## src/rtl/ascon_perm_arbiter.sv

```systemverilog
// Two-requester round-robin front end for a shared Ascon permutation core.
// Latches the owner's state and rounds, strobes the core, and aborts if the core stalls.
module ascon_perm_arbiter (
    input  logic         clk,
    input  logic         rst_n,
    input  logic [1:0]   req_i,
    input  logic [3:0]   rounds0_i,
    input  logic [3:0]   rounds1_i,
    input  logic [319:0] state0_i,
    input  logic [319:0] state1_i,
    output logic [1:0]   gnt_o,
    output logic [1:0]   done_o,
    output logic [1:0]   err_o,
    output logic [319:0] state_o,
    output logic         busy_o,
    output logic         perm_start_o,
    output logic [3:0]   perm_rounds_o,
    output logic [319:0] perm_state_o,
    input  logic [319:0] perm_state_i,
    input  logic         perm_done_i
);
    typedef enum logic [1:0] {IDLE, START, WAIT, RESP} fsm_e;

    // Watchdog value seen during the 31st WAIT cycle (counter holds elapsed WAIT cycles).
    localparam logic [4:0] WDOG_LAST = 5'd30;

    fsm_e         state_q, state_d;
    logic         owner_q, owner_d;
    logic         rr_q, rr_d;
    logic [4:0]   wdog_q, wdog_d;
    logic [1:0]   gnt_q, gnt_d;
    logic [1:0]   done_q, done_d;
    logic [1:0]   err_q, err_d;
    logic [319:0] res_q, res_d;
    logic [319:0] pstate_q, pstate_d;
    logic [3:0]   prounds_q, prounds_d;
    logic         busy_q, busy_d;
    logic         start_q, start_d;
    logic         sel;
    logic         ok;

    function automatic logic [3:0] legal_rounds(input logic [3:0] r);
        return (r == 4'd6 || r == 4'd8) ? r : 4'd12;
    endfunction

    always_comb begin
        state_d   = state_q;
        owner_d   = owner_q;
        rr_d      = rr_q;
        wdog_d    = wdog_q;
        res_d     = res_q;
        pstate_d  = pstate_q;
        prounds_d = prounds_q;
        gnt_d     = 2'b00;
        done_d    = 2'b00;
        err_d     = 2'b00;
        start_d   = 1'b0;
        ok        = 1'b0;
        sel       = (req_i == 2'b11) ? rr_q : req_i[1];

        case (state_q)
            IDLE: begin
                if (req_i != 2'b00) begin
                    owner_d      = sel;
                    pstate_d     = sel ? state1_i : state0_i;
                    prounds_d    = legal_rounds(sel ? rounds1_i : rounds0_i);
                    gnt_d[sel]   = 1'b1;
                    start_d      = 1'b1;
                    state_d      = START;
                end
            end
            START: begin
                wdog_d  = 5'd0;
                state_d = WAIT;
            end
            WAIT: begin
                wdog_d = wdog_q + 5'd1;
                // Completion is tested first so it wins a tie with the watchdog.
                if (perm_done_i) begin
                    res_d   = perm_state_i;
                    ok      = 1'b1;
                    state_d = RESP;
                end else if (wdog_q == WDOG_LAST) begin
                    state_d = RESP;
                end
                if (state_d == RESP) begin
                    done_d[owner_q] = ok;
                    err_d[owner_q]  = ~ok;
                    rr_d            = ~owner_q;
                end
            end
            RESP: begin
                state_d = IDLE;
            end
            default: begin
                state_d = IDLE;
            end
        endcase

        busy_d = (state_d != IDLE);
    end

    always_ff @(posedge clk) begin
        if (!rst_n) begin
            state_q   <= IDLE;
            owner_q   <= 1'b0;
            rr_q      <= 1'b0;
            wdog_q    <= 5'd0;
            gnt_q     <= 2'b00;
            done_q    <= 2'b00;
            err_q     <= 2'b00;
            res_q     <= '0;
            pstate_q  <= '0;
            prounds_q <= 4'd0;
            busy_q    <= 1'b0;
            start_q   <= 1'b0;
        end else begin
            state_q   <= state_d;
            owner_q   <= owner_d;
            rr_q      <= rr_d;
            wdog_q    <= wdog_d;
            gnt_q     <= gnt_d;
            done_q    <= done_d;
            err_q     <= err_d;
            res_q     <= res_d;
            pstate_q  <= pstate_d;
            prounds_q <= prounds_d;
            busy_q    <= busy_d;
            start_q   <= start_d;
        end
    end

    assign gnt_o         = gnt_q;
    assign done_o        = done_q;
    assign err_o         = err_q;
    assign state_o       = res_q;
    assign busy_o        = busy_q;
    assign perm_start_o  = start_q;
    assign perm_rounds_o = prounds_q;
    assign perm_state_o  = pstate_q;

endmodule
```

## config.mk

```make
export PLATFORM = sky130hd
export DESIGN_NAME = ascon_perm_arbiter
export DESIGN_NICKNAME = d
export VERILOG_FILES = /design/src/rtl/ascon_perm_arbiter.sv
export SDC_FILE = /design/constraint.sdc
export NUM_CORES = 1
export LEC_CHECK = 0
export BUFFER_PORTS_ARGS = -buffer_cell sky130_fd_sc_hd__clkbuf_2
export CAP_MARGIN = 0
export CORE_AREA = 3 3 625 627
export DETAILED_ROUTE_END_ITERATION = 12
export DIE_AREA = 0 0 628 630
export SLEW_MARGIN = 25
export SYNTH_ARGS = -nofsm -noshare
export SYNTH_HDL_FRONTEND = slang
export SYNTH_SLANG_ARGS = --single-unit
```

## constraint.sdc

```tcl
create_clock -name clk -period 1.7 [get_ports clk]
set_input_delay 0.085 -clock clk [delete_from_list [all_inputs] [get_ports clk]]
set_output_delay 0.085 -clock clk [all_outputs]
set_load 0.005 [all_outputs]
```

# [Word level (Yosys, flattened, before mapping)]
# Index checks and enable logic that the tools add are counted.
# Widths: inputs -> output; s select.
[totals] ff_bits=661 latchBits=0 ramBits=0 mem_bits_ro=0 inputBits=973 output_inout_bits=652 word_cells=59 mem_count=0
[classes] add_sub_neg=1 mul=0 n_div=0 order_cmp=4 eq_ne=8 shift=0 n_mux=17 n_bitwise=4 reduce_logical=13
[op_table] operator="$mux 320" count=1
[op_table] operator="$pmux 5 s2" count=1
[op_table] operator="$eq 2x2->1 const B" count=4
[op_table] operator="$mux 2" count=4
[op_table] operator="$mux 4" count=2
[op_table] operator="$pmux 2 s4" count=1
[op_table] operator="$reduce_and 2->1" count=4
[op_table] operator="$mux 1" count=6
[op_table] operator="$reduce_and 3->1" count=2
[op_table] operator="$reduce_bool 2->1" count=3
[op_table] operator="$add 5x1->5 const B" count=1
[op_table] operator="$eq 5x5->1 const B" count=1
[op_table] operator="$and 2x2->2" count=2
[op_table] operator="$eq 4x3->1 const B" count=1
[op_table] operator="$eq 4x4->1 const B" count=1
[op_table] operator="$lt 1x2->1 const B" count=2
[op_table] operator="$demux 1 s1" count=2
[op_table] operator="$eq 2x1->1 const B" count=1
[op_table] operator="$ge 1x1->1 const B" count=2
[op_table] operator="$logic_and 1x1->1" count=2
[op_table] operator="$logic_not 2->1" count=1
[op_table] operator="$not 1->1" count=2
[op_table] operator="$logic_or 1x1->1" count=1

# [Longest topological paths before layout]
# Gate-level depths: netlist (run 1).
[logic_depth] word_depth=6 mapped_depth=9 mapped_depth_nobuf=5

# [Worst setup path after synthesis (run 1)]
# OpenSTA, ideal clock, no wires.
[synth_timing] path_kind="flip-flop to flip-flop" startpoint="register state_q[0]" endpoint="register res_q[270] (netlist: state_o[270])" setup_time_ns=0.116 t_arrival_ns=1.413 required_time_ns=1.584 setup_slack_ns=0.171 stages_incl_launch_ff=10 path_buffers=4 synth_period_minus_slack_ns=1.529 cell_sequence="dfxtp_1 > inv_1 > ha_1 > buf_2 > and2_1 > buf_2 > buf_4 > buf_4 > nand2_1 > a21boi_1"
[synth_via] elab_chain_len=2
[synth_rtl] item="from (decl)" line="27" text="fsm_e state_q, state_d;"
[synth_rtl] item="from (signal assigned)" line="118" text="state_q <= state_d;"
[synth_rtl] item="$eq 2x2->1" line="61" text="case (state_q)"
[synth_rtl] item="$reduce_and 2->1 (no line)"
[synth_rtl] item="to (signal assigned)" line="125" text="res_q <= res_d;"
[synth_rtl] item="to (decl)" line="34" text="logic [319:0] res_q, res_d;"
# No other way between the ends.
# A chain may end at the register's enable or synchronous reset.

# [Worst setup path in the final report (run 1)]
[layout_timing] startpoint="register rr_q" endpoint="register pstate_q[23] (netlist: perm_state_o[23])"
[layout_via] elab_chain_len=2
[layout_rtl] item="from (decl)" line="29" text="logic rr_q, rr_d;"
[layout_rtl] item="from (signal assigned)" line="120" text="rr_q <= rr_d;"
[layout_rtl] item="$mux 1" line="59" text="sel = (req_i == 2'b11) ? rr_q : req_i[1];"
[layout_rtl] item="$mux 320" line="65" text="pstate_d = sel ? state1_i : state0_i;"
[layout_rtl] item="to (signal assigned)" line="126" text="pstate_q <= pstate_d;"
[layout_rtl] item="to (decl)" line="35" text="logic [319:0] pstate_q, pstate_d;"
# No other way between the ends.

==> results of run 1 <==
## worst max-delay path: cells and delay by family, from the launching register on
family / cells / cell delay [ns]
AND/OR/NAND/NOR: 1 / 0.28
buffers and inverters: 2 / 0.35
flip-flops: 1 / 0.43
AO/OA/AOI/OAI: 2 / 0.44
## final cells by class
cell class | instances | area share [%]
Multi-Input combinational cell | 2307 | 20.9
Tap cell | 5175 | 11.2
Clock buffer | 123 | 4.60
Timing Repair Buffer | 2955 | 38.8
Antenna cell | 122 | 0.527
Inverter | 7 | 0.0584
Clock inverter | 48 | 1.04
Sequential cell | 661 | 22.9
## through the flow
step           hold slack [ns]  util, %  setup WS, ns
3_3_place_gp             0.308     11.0       -0.0745
5_1_grt                 0.0401     15.0       -0.0318
3_5_place_dp             0.314     11.0       -0.0681
6_report                0.0917     15.0     -0.000300
4_1_cts              0.0000541     14.8      0.000135
2_1_floorplan            0.163        -         0.171
## power by group through the flow
stage	clock network [mW]	logic (mW)	registers [mW]
floorplan	0	7.53	20.9
global placement	0	20.7	20.8
detailed placement	0	20.7	20.8
CTS	22.3	24.3	20.6
global route	22.7	27.3	21.0
finish	21.6	25.5	20.6
## path summary, 6_finish.rpt
path | startpoint | endpoint | slack [ns] | depth (start not counted)
max | rr_q$_SDFFE_PN0P_ | perm_state_o[23]$_SDFFE_PN0P_ | -0.0003 | 5
min | perm_state_i[217] | state_o[217]$_SDFFE_PN0P_ | 0.09 | 4
max reg2reg | rr_q$_SDFFE_PN0P_ | perm_state_o[23]$_SDFFE_PN0P_ | -0.0003 | 5
min reg2reg | state_o[9]$_SDFFE_PN0P_ | state_o[9]$_SDFFE_PN0P_ | 0.45 | 2
## registers in the layout, summed over array words and instances (netlist names)
register / count
perm_rounds_o: 4
busy_o: 1
perm_state_o: 320
state_q: 2
gnt_o: 2
wdog_q: 5
err_o: 2
owner_q: 1
rr_q: 1
state_o: 320
done_o: 2
perm_start_o: 1
## kinds of logic (layout without fill, tap and decap cells)
kind of cell,Yosys count,count (layout),synth area share (%)
and+or+nand+nor,999,999,15.5
other,0,122,0
AOI/OAI and AO/OA,1300,1300,28.5
muxes,1,1,0.0369
adders and majority gates,4,4,0.184
buffers and inverters,366,3133,6.85
DFF,661,661,48.8
xor gates and xnor gates,3,3,0.0968
## cells in the final DEF (no fill, tap or decap), drive strengths merged, types with 3 or more instances in the layout
cell,netlist,routed
a21boi,322,322
xor2,3,3
clkbuf,112,1757
inv,7,15
and2,3,3
nor2,6,6
bufinv,0,11
nand2,648,648
clkinvlp,0,7
dfxtp,661,661
o21ai,647,647
diode,0,122
dlygate4sd3,0,1100
a31oi,322,322
buf,247,219
nand3,324,324
ha,4,4
nor3,6,6
clkinv,0,22
## routing by layer
| layer | track usage [%] | share of wire [%] |
|---|---|---|
| met3 | 9.76 | 13 |
| met4 | 7.78 | 6.0 |
| met2 | 28.3 | 45 |
| met1 | 17.9 | 36 |
| met5 | 0 | 0.42 |
## cells in the mapped netlist
library cell,count
mux2i_1,1
o21bai_1,1
clkbuf_1,112
a21boi_1,300
or3b_1,1
nand4_1,2
a41o_1,2
a21boi_0,22
o21ai_0,333
nor3_1,6
o2bb2ai_1,1
ha_1,4
or4b_1,2
a21o_1,1
nand2b_1,2
o21a_2,1
a31oi_1,322
buf_8,2
o21ai_1,314
nor2_1,6
o31ai_1,1
nand3_1,324
inv_1,6
and2_1,3
xor2_1,3
buf_6,2
a21oi_1,2
dfxtp_1,661
and2b_1,1
nor4bb_1,2
nand2_1,648
buf_2,163
and3_1,2
buf_4,65
inv_2,1
buf_1,15
## what timing repair did
action	4_1_cts	5_1_grt
endpoints found under the setup margin	115	157
hold endpoints to repair	657	0
hold buffers	1100	0
setup buffers	2	7
gates resized for setup	67	73
cloned	3	13
pin swaps	0	0
==> results.sh, run 1 <==
export IMPL_outcome="finished with violations"
export IMPL_failed_checks="negative setup slack"
export IMPL_cts_buffers_inserted=95
export IMPL_syn_instance_count=3334
export IMPL_cts_sink_count=661
export IMPL_slowest_delay_ns=0.43
export IMPL_grt_pass1_vias=37300
export IMPL_drive_gt1_share_pct=33.4
export IMPL_cts_root_to_sink_buffers=4
export IMPL_synth_sequential_area_ratio_pct=48.8
export IMPL_comb_power_share_pct=37.6
export IMPL_die_area_um2=396000
export IMPL_grt_pass1_wl_mm=439
export IMPL_postRouteAntennaNets=0
export IMPL_buffer_ports_inserted=1624
export IMPL_period_needed_ns=1.70
export IMPL_worstHoldPathType="in -> reg"
export IMPL_areaGrowthSynthToFinish_pct=113
export IMPL_placed_cells_incl_taps=9980
export IMPL_drc_errors=0
export IMPL_crit_slowest_cell="dfxtp_2"
export IMPL_drt_first_iter_violations=2990
export IMPL_fin_cells=11400
export IMPL_share_seq_of_total_power_pct=30.5
export IMPL_post_layout_instance_area_um2=57900
export IMPL_antenna_found_initial=354
export IMPL_floorplan_io_pins=1625
export IMPL_synth_cell_area_um2=27100
export IMPL_data_arrival_time_of_the_critical_path_ns=2.34
export IMPL_ctsRootBufferMaster="clkbuf_16"
export IMPL_cts_htree_levels=3
export IMPL_netSwitchingPower_mw=25.9
export IMPL_critical_path_peak_fanout=24
export IMPL_fin_skew_ns=0.0592
export IMPL_fp_dieW_um=628
export IMPL_cp_end_kind="flop"
export IMPL_timing_max_slew_rel_slack_pct=53.4
export IMPL_floorplan_initialDensity_pct=7.04
export IMPL_post_drt_wl_per_cell_um=31.6
export IMPL_detailedPlacementHpwl_mm=316
export IMPL_vdd_ir_drop_max_v=0.000742
export IMPL_finalWeightedCongestion=0.974
export IMPL_fillerInstances=43900
export IMPL_clkSlewWorstSetupHoldPaths_ns=0.07
export IMPL_totalNegativeSetupSlack_ns=-0.000300
export IMPL_layout_setup_ws_ns=-0.000300
export IMPL_cellInternalPower_mw=41.8
export IMPL_synth_area_leaders="dfxtp_1 49%, nand2_1 9.0%, a21boi_1 8.3%, a31oi_1 7.4%, o21ai_0 6.1%"
export IMPL_drt_pass1_iter_count=5
export IMPL_synthDistinctLibCells=36
export IMPL_final_seq_area_um2=13200
export IMPL_drv_max_cap_violation_count=0
export IMPL_globalRouteOverflowTotal=0
export IMPL_place_area_um2=42400
export IMPL_synth_largest_area_cell="dfxtp_1"
export IMPL_synth_warning_count=0
export IMPL_switching_share_pct=38.3
export IMPL_setup_worst_path_class="reg -> reg"
export IMPL_floorplan_die_height_um=630
export IMPL_wirelength_mm=360
export IMPL_postSynthAreaPerCell_um2=8.14
export IMPL_fmaxAchievable_mhz=588
export IMPL_crit_path_frequent_cell="buf_12"
export IMPL_drv_slew=0
export IMPL_startpoint_type="flop"
export IMPL_totalPowerFinal_mw=67.7
export IMPL_critical_path_required_ns=2.34
export IMPL_finalCritPeriodShare_pct=100
export IMPL_setup_violations_final=1
export IMPL_clock_network_latency_to_the_later_pin_of_the_worst_skew_pair_ns=0.85
export IMPL_tritoncts_clock_tree="yes"
export IMPL_multi_input_comb_area_um2=12100
export IMPL_series_of_cell_instances_along_the_critical_path="and2b_4 -> buf_12 -> buf_12 -> o21ai_0 -> a31oi_1"
export IMPL_num_nets_final=7004
export IMPL_leakage_nw=23.2
export IMPL_route_detailed_vias_per_inst=3.47
export IMPL_grtUsageTotal_pct=17.3
export IMPL_synth_top_cell_area_share_pct=48.8
export IMPL_power_density_nw_per_um2=1170
export IMPL_synth_ff_latch_count=661
export IMPL_vias_after_detailed_routing=39500
export IMPL_floorplan_rows=228
export IMPL_worstMarginPinSlew_ns=0.699
export IMPL_report_final_hold_viol_count=0
export IMPL_largest_net_degree_at_the_start_of_global_routing=75
export IMPL_power_frac_clock_pct=31.9
export IMPL_setup_repair_after_global_routing_missed_its_margin="yes"
export IMPL_syn_num_nets=4311
export IMPL_fp_coreArea_um2=385000
(Power assumes the default switching activity.)
==> run 2, diff against run 1 <==
- GPL_TIMING_DRIVEN: not set -> 0
==> results.sh, run 2 (synthesis gave the netlist of run 1 again) <==
export IMPL_setup_worst_path_class="reg -> reg"
export IMPL_vdd_ir_drop_max_v=0.000754
export IMPL_critical_path_peak_fanout=8
export IMPL_cts_root_to_sink_buffers=4
export IMPL_fillerInstances=43700
export IMPL_ctsRootBufferMaster="clkbuf_16"
export IMPL_reg2reg_setup_slack_ns=-0.14
export IMPL_series_of_cell_instances_along_the_critical_path="inv_2 -> ha_2 -> buf_6 -> and2_4 -> buf_12 -> buf_12 -> buf_16 -> buf_16 -> nand2_2 -> a21boi_2"
export IMPL_final_cell_mix="1627 x clkbuf_2, 1064 x dlygate4sd3_1, 659 x dfxtp_1, 586 x nand2_1, 324 x o21ai_1"
export IMPL_worst_hold_path_num_cells=4
export IMPL_fmaxAchievable_mhz=544
export IMPL_layout_setup_ws_ns=-0.140
export IMPL_cts_htree_levels=3
export IMPL_placement_setup_slack_ns=-1.19
export IMPL_whs_endpoint="state_o[140]$_SDFFE_PN0P_"
export IMPL_floorplan_rows=228
export IMPL_post_drt_wl_per_cell_um=34.9
export IMPL_cpLargestDelayFamily="buffers and inverters"
export IMPL_crit_slowest_cell="dfxtp_2"
export IMPL_worst_path_buf_inv=6
export IMPL_startpoint_type="flop"
export IMPL_report_final_hold_viol_count=0
export IMPL_floorplan_io_pins=1625
export IMPL_data_arrival_time_of_the_critical_path_ns=2.61
export IMPL_worst_reg2reg_endpoint="state_o[8]$_SDFFE_PN0P_"
export IMPL_floorplan_die_height_um=630
export IMPL_globalRouteOverflowTotal=0
export IMPL_setup_repair_after_global_routing_missed_its_margin="yes"
export IMPL_multi_input_comb_area_um2=13400
export IMPL_fp_dieW_um=628
export IMPL_worstMarginPinSlew_ns=1.25
export IMPL_final_seq_area_um2=13200
export IMPL_cts_buffers_inserted=93
export IMPL_drive_gt1_share_pct=37.2
export IMPL_drt_pass1_iter_count=6
export IMPL_leakage_nw=24.0
export IMPL_reg2reg_depth=10
export IMPL_vias_after_detailed_routing=41800
export IMPL_period_needed_ns=1.84
export IMPL_drv_max_cap_violation_count=0
export IMPL_clock_network_latency_to_the_later_pin_of_the_worst_skew_pair_ns=0.84
export IMPL_outcome="finished with violations"
export IMPL_grt_pass1_wl_mm=489
export IMPL_finalWeightedCongestion=1.05
export IMPL_failed_checks="negative setup slack"
export IMPL_fp_coreArea_um2=385000
export IMPL_drt_first_iter_violations=3593
export IMPL_cts_sink_count=661
export IMPL_finalCritPeriodShare_pct=108
export IMPL_areaGrowthSynthToFinish_pct=122
export IMPL_critical_path_required_ns=2.47
export IMPL_antenna_found_initial=425
export IMPL_drc_errors=0
export IMPL_placed_cells_incl_taps=10100
export IMPL_buffer_ports_inserted=1623
export IMPL_fin_skew_ns=0.101
export IMPL_detailedPlacementHpwl_mm=354
export IMPL_route_detailed_vias_per_inst=3.60
export IMPL_fin_cells=11600
export IMPL_clkSlewWorstSetupHoldPaths_ns=0.06
export IMPL_power_density_nw_per_um2=1220
export IMPL_timing_max_slew_rel_slack_pct=16.8
export IMPL_largest_net_degree_at_the_start_of_global_routing=15
export IMPL_grtUsageTotal_pct=19.5
export IMPL_postRouteAntennaNets=0
export IMPL_setup_violations_final=420
export IMPL_wirelength_mm=405
export IMPL_worst_hold_startpoint="perm_state_i[140]"
export IMPL_num_nets_final=7167
export IMPL_reg2reg_from="state_q[0]$_SDFF_PN0_"
export IMPL_final_common_cell="clkbuf_2"
export IMPL_grt_pass1_vias=39400
export IMPL_die_area_um2=396000
export IMPL_drv_slew=0
export IMPL_worstHoldPathType="in -> reg"
export IMPL_tritoncts_clock_tree="yes"
export IMPL_floorplan_initialDensity_pct=7.04
export IMPL_slowest_delay_ns=0.32
export IMPL_cp_end_kind="flop"
[run 2: changes by cell type in the layout (fill, tap and decap cells not counted), sizes merged, moves of 2 or more]
cell	change
inv	+2
buf	+73
clkinv	-5
clkbuf	+125
diode	+56
dlygate4sd3	-36
[run 2: timing repair]
item	in CTS	in global routing
setup endpoints to repair	671	655
setup buffers	25	17
hold endpoints to repair	650	0
pin swaps	4	30
gates resized for setup	513	309
cloned	21	22
hold buffers	1064	0
[run 2: tightest hold or removal path: stages]
cell           delay (ns)
dlygate4sd3_1        0.53
clkbuf_2             0.10
nand2_1              0.08
a21boi_1             0.06
[run 2: area by class of cell]
class / count / area share (%)
antenna: 178 / 0.738
buffer: 354 / 5.23
clock buffer: 119 / 4.30
clock inverter: 45 / 0.995
inverter: 7 / 0.0435
multi-input combinational: 2307 / 22.3
sequential: 661 / 21.9
tap: 5175 / 10.7
timing repair buffer: 2766 / 33.8
[run 2: worst max-delay path by stage]
stage,startpoint,endpoint,cells past startpoint
after global placement,rst_n,state_o[96]$_SDFFE_PN0P_,4
after floorplan,state_q[0]$_SDFF_PN0_,state_o[270]$_SDFFE_PN0P_,9
final,state_q[0]$_SDFF_PN0_,state_o[8]$_SDFFE_PN0P_,10
after detailed placement,state_q[0]$_SDFF_PN0_,perm_state_o[250]$_SDFFE_PN0P_,7
after global routing,state_q[0]$_SDFF_PN0_,perm_state_o[220]$_SDFFE_PN0P_,9
after CTS,rr_q$_SDFFE_PN0P_,perm_state_o[20]$_SDFFE_PN0P_,5
[run 2: through the flow]
| step | hold slack, ns | area [um2] | utilization, % | setup TNS [ns] | power, mW |
|---|---|---|---|---|---|
| floorplan | 0.163 | 27100 | - | 0 | 28.4 |
| global placement | 0.310 | 41700 | 10.8 | -586.43 | 42.6 |
| detailed placement | 0.313 | 41800 | 10.8 | -559.79 | 42.8 |
| CTS | 0.0000296 | 58300 | 15.1 | -31.66 | 72.8 |
| global route | 0.0511 | 60200 | 15.6 | -64.93 | 76.8 |
| finish | 0.0785 | 60400 | 15.7 | -24.69 | 73.8 |
[run 2: where the power goes]
part	total (mW)	leakage [nW]	internal, mW	switching [mW]
clock	21.4	1.56	12.6	8.82
sequential	20.8	5.42	18.8	1.99
combinational	31.6	17.0	12.8	18.8
total	73.8	24.0	44.3	29.6
[run 2: routing by layer]
layer / part of all wire (%) / wire, um / track usage, %
met5: 0.40 / 1610 / 0
met4: 7.5 / 30200 / 11.1
met3: 13 / 51800 / 10.6
met2: 44 / 178000 / 31.1
met1: 35 / 143000 / 20.4
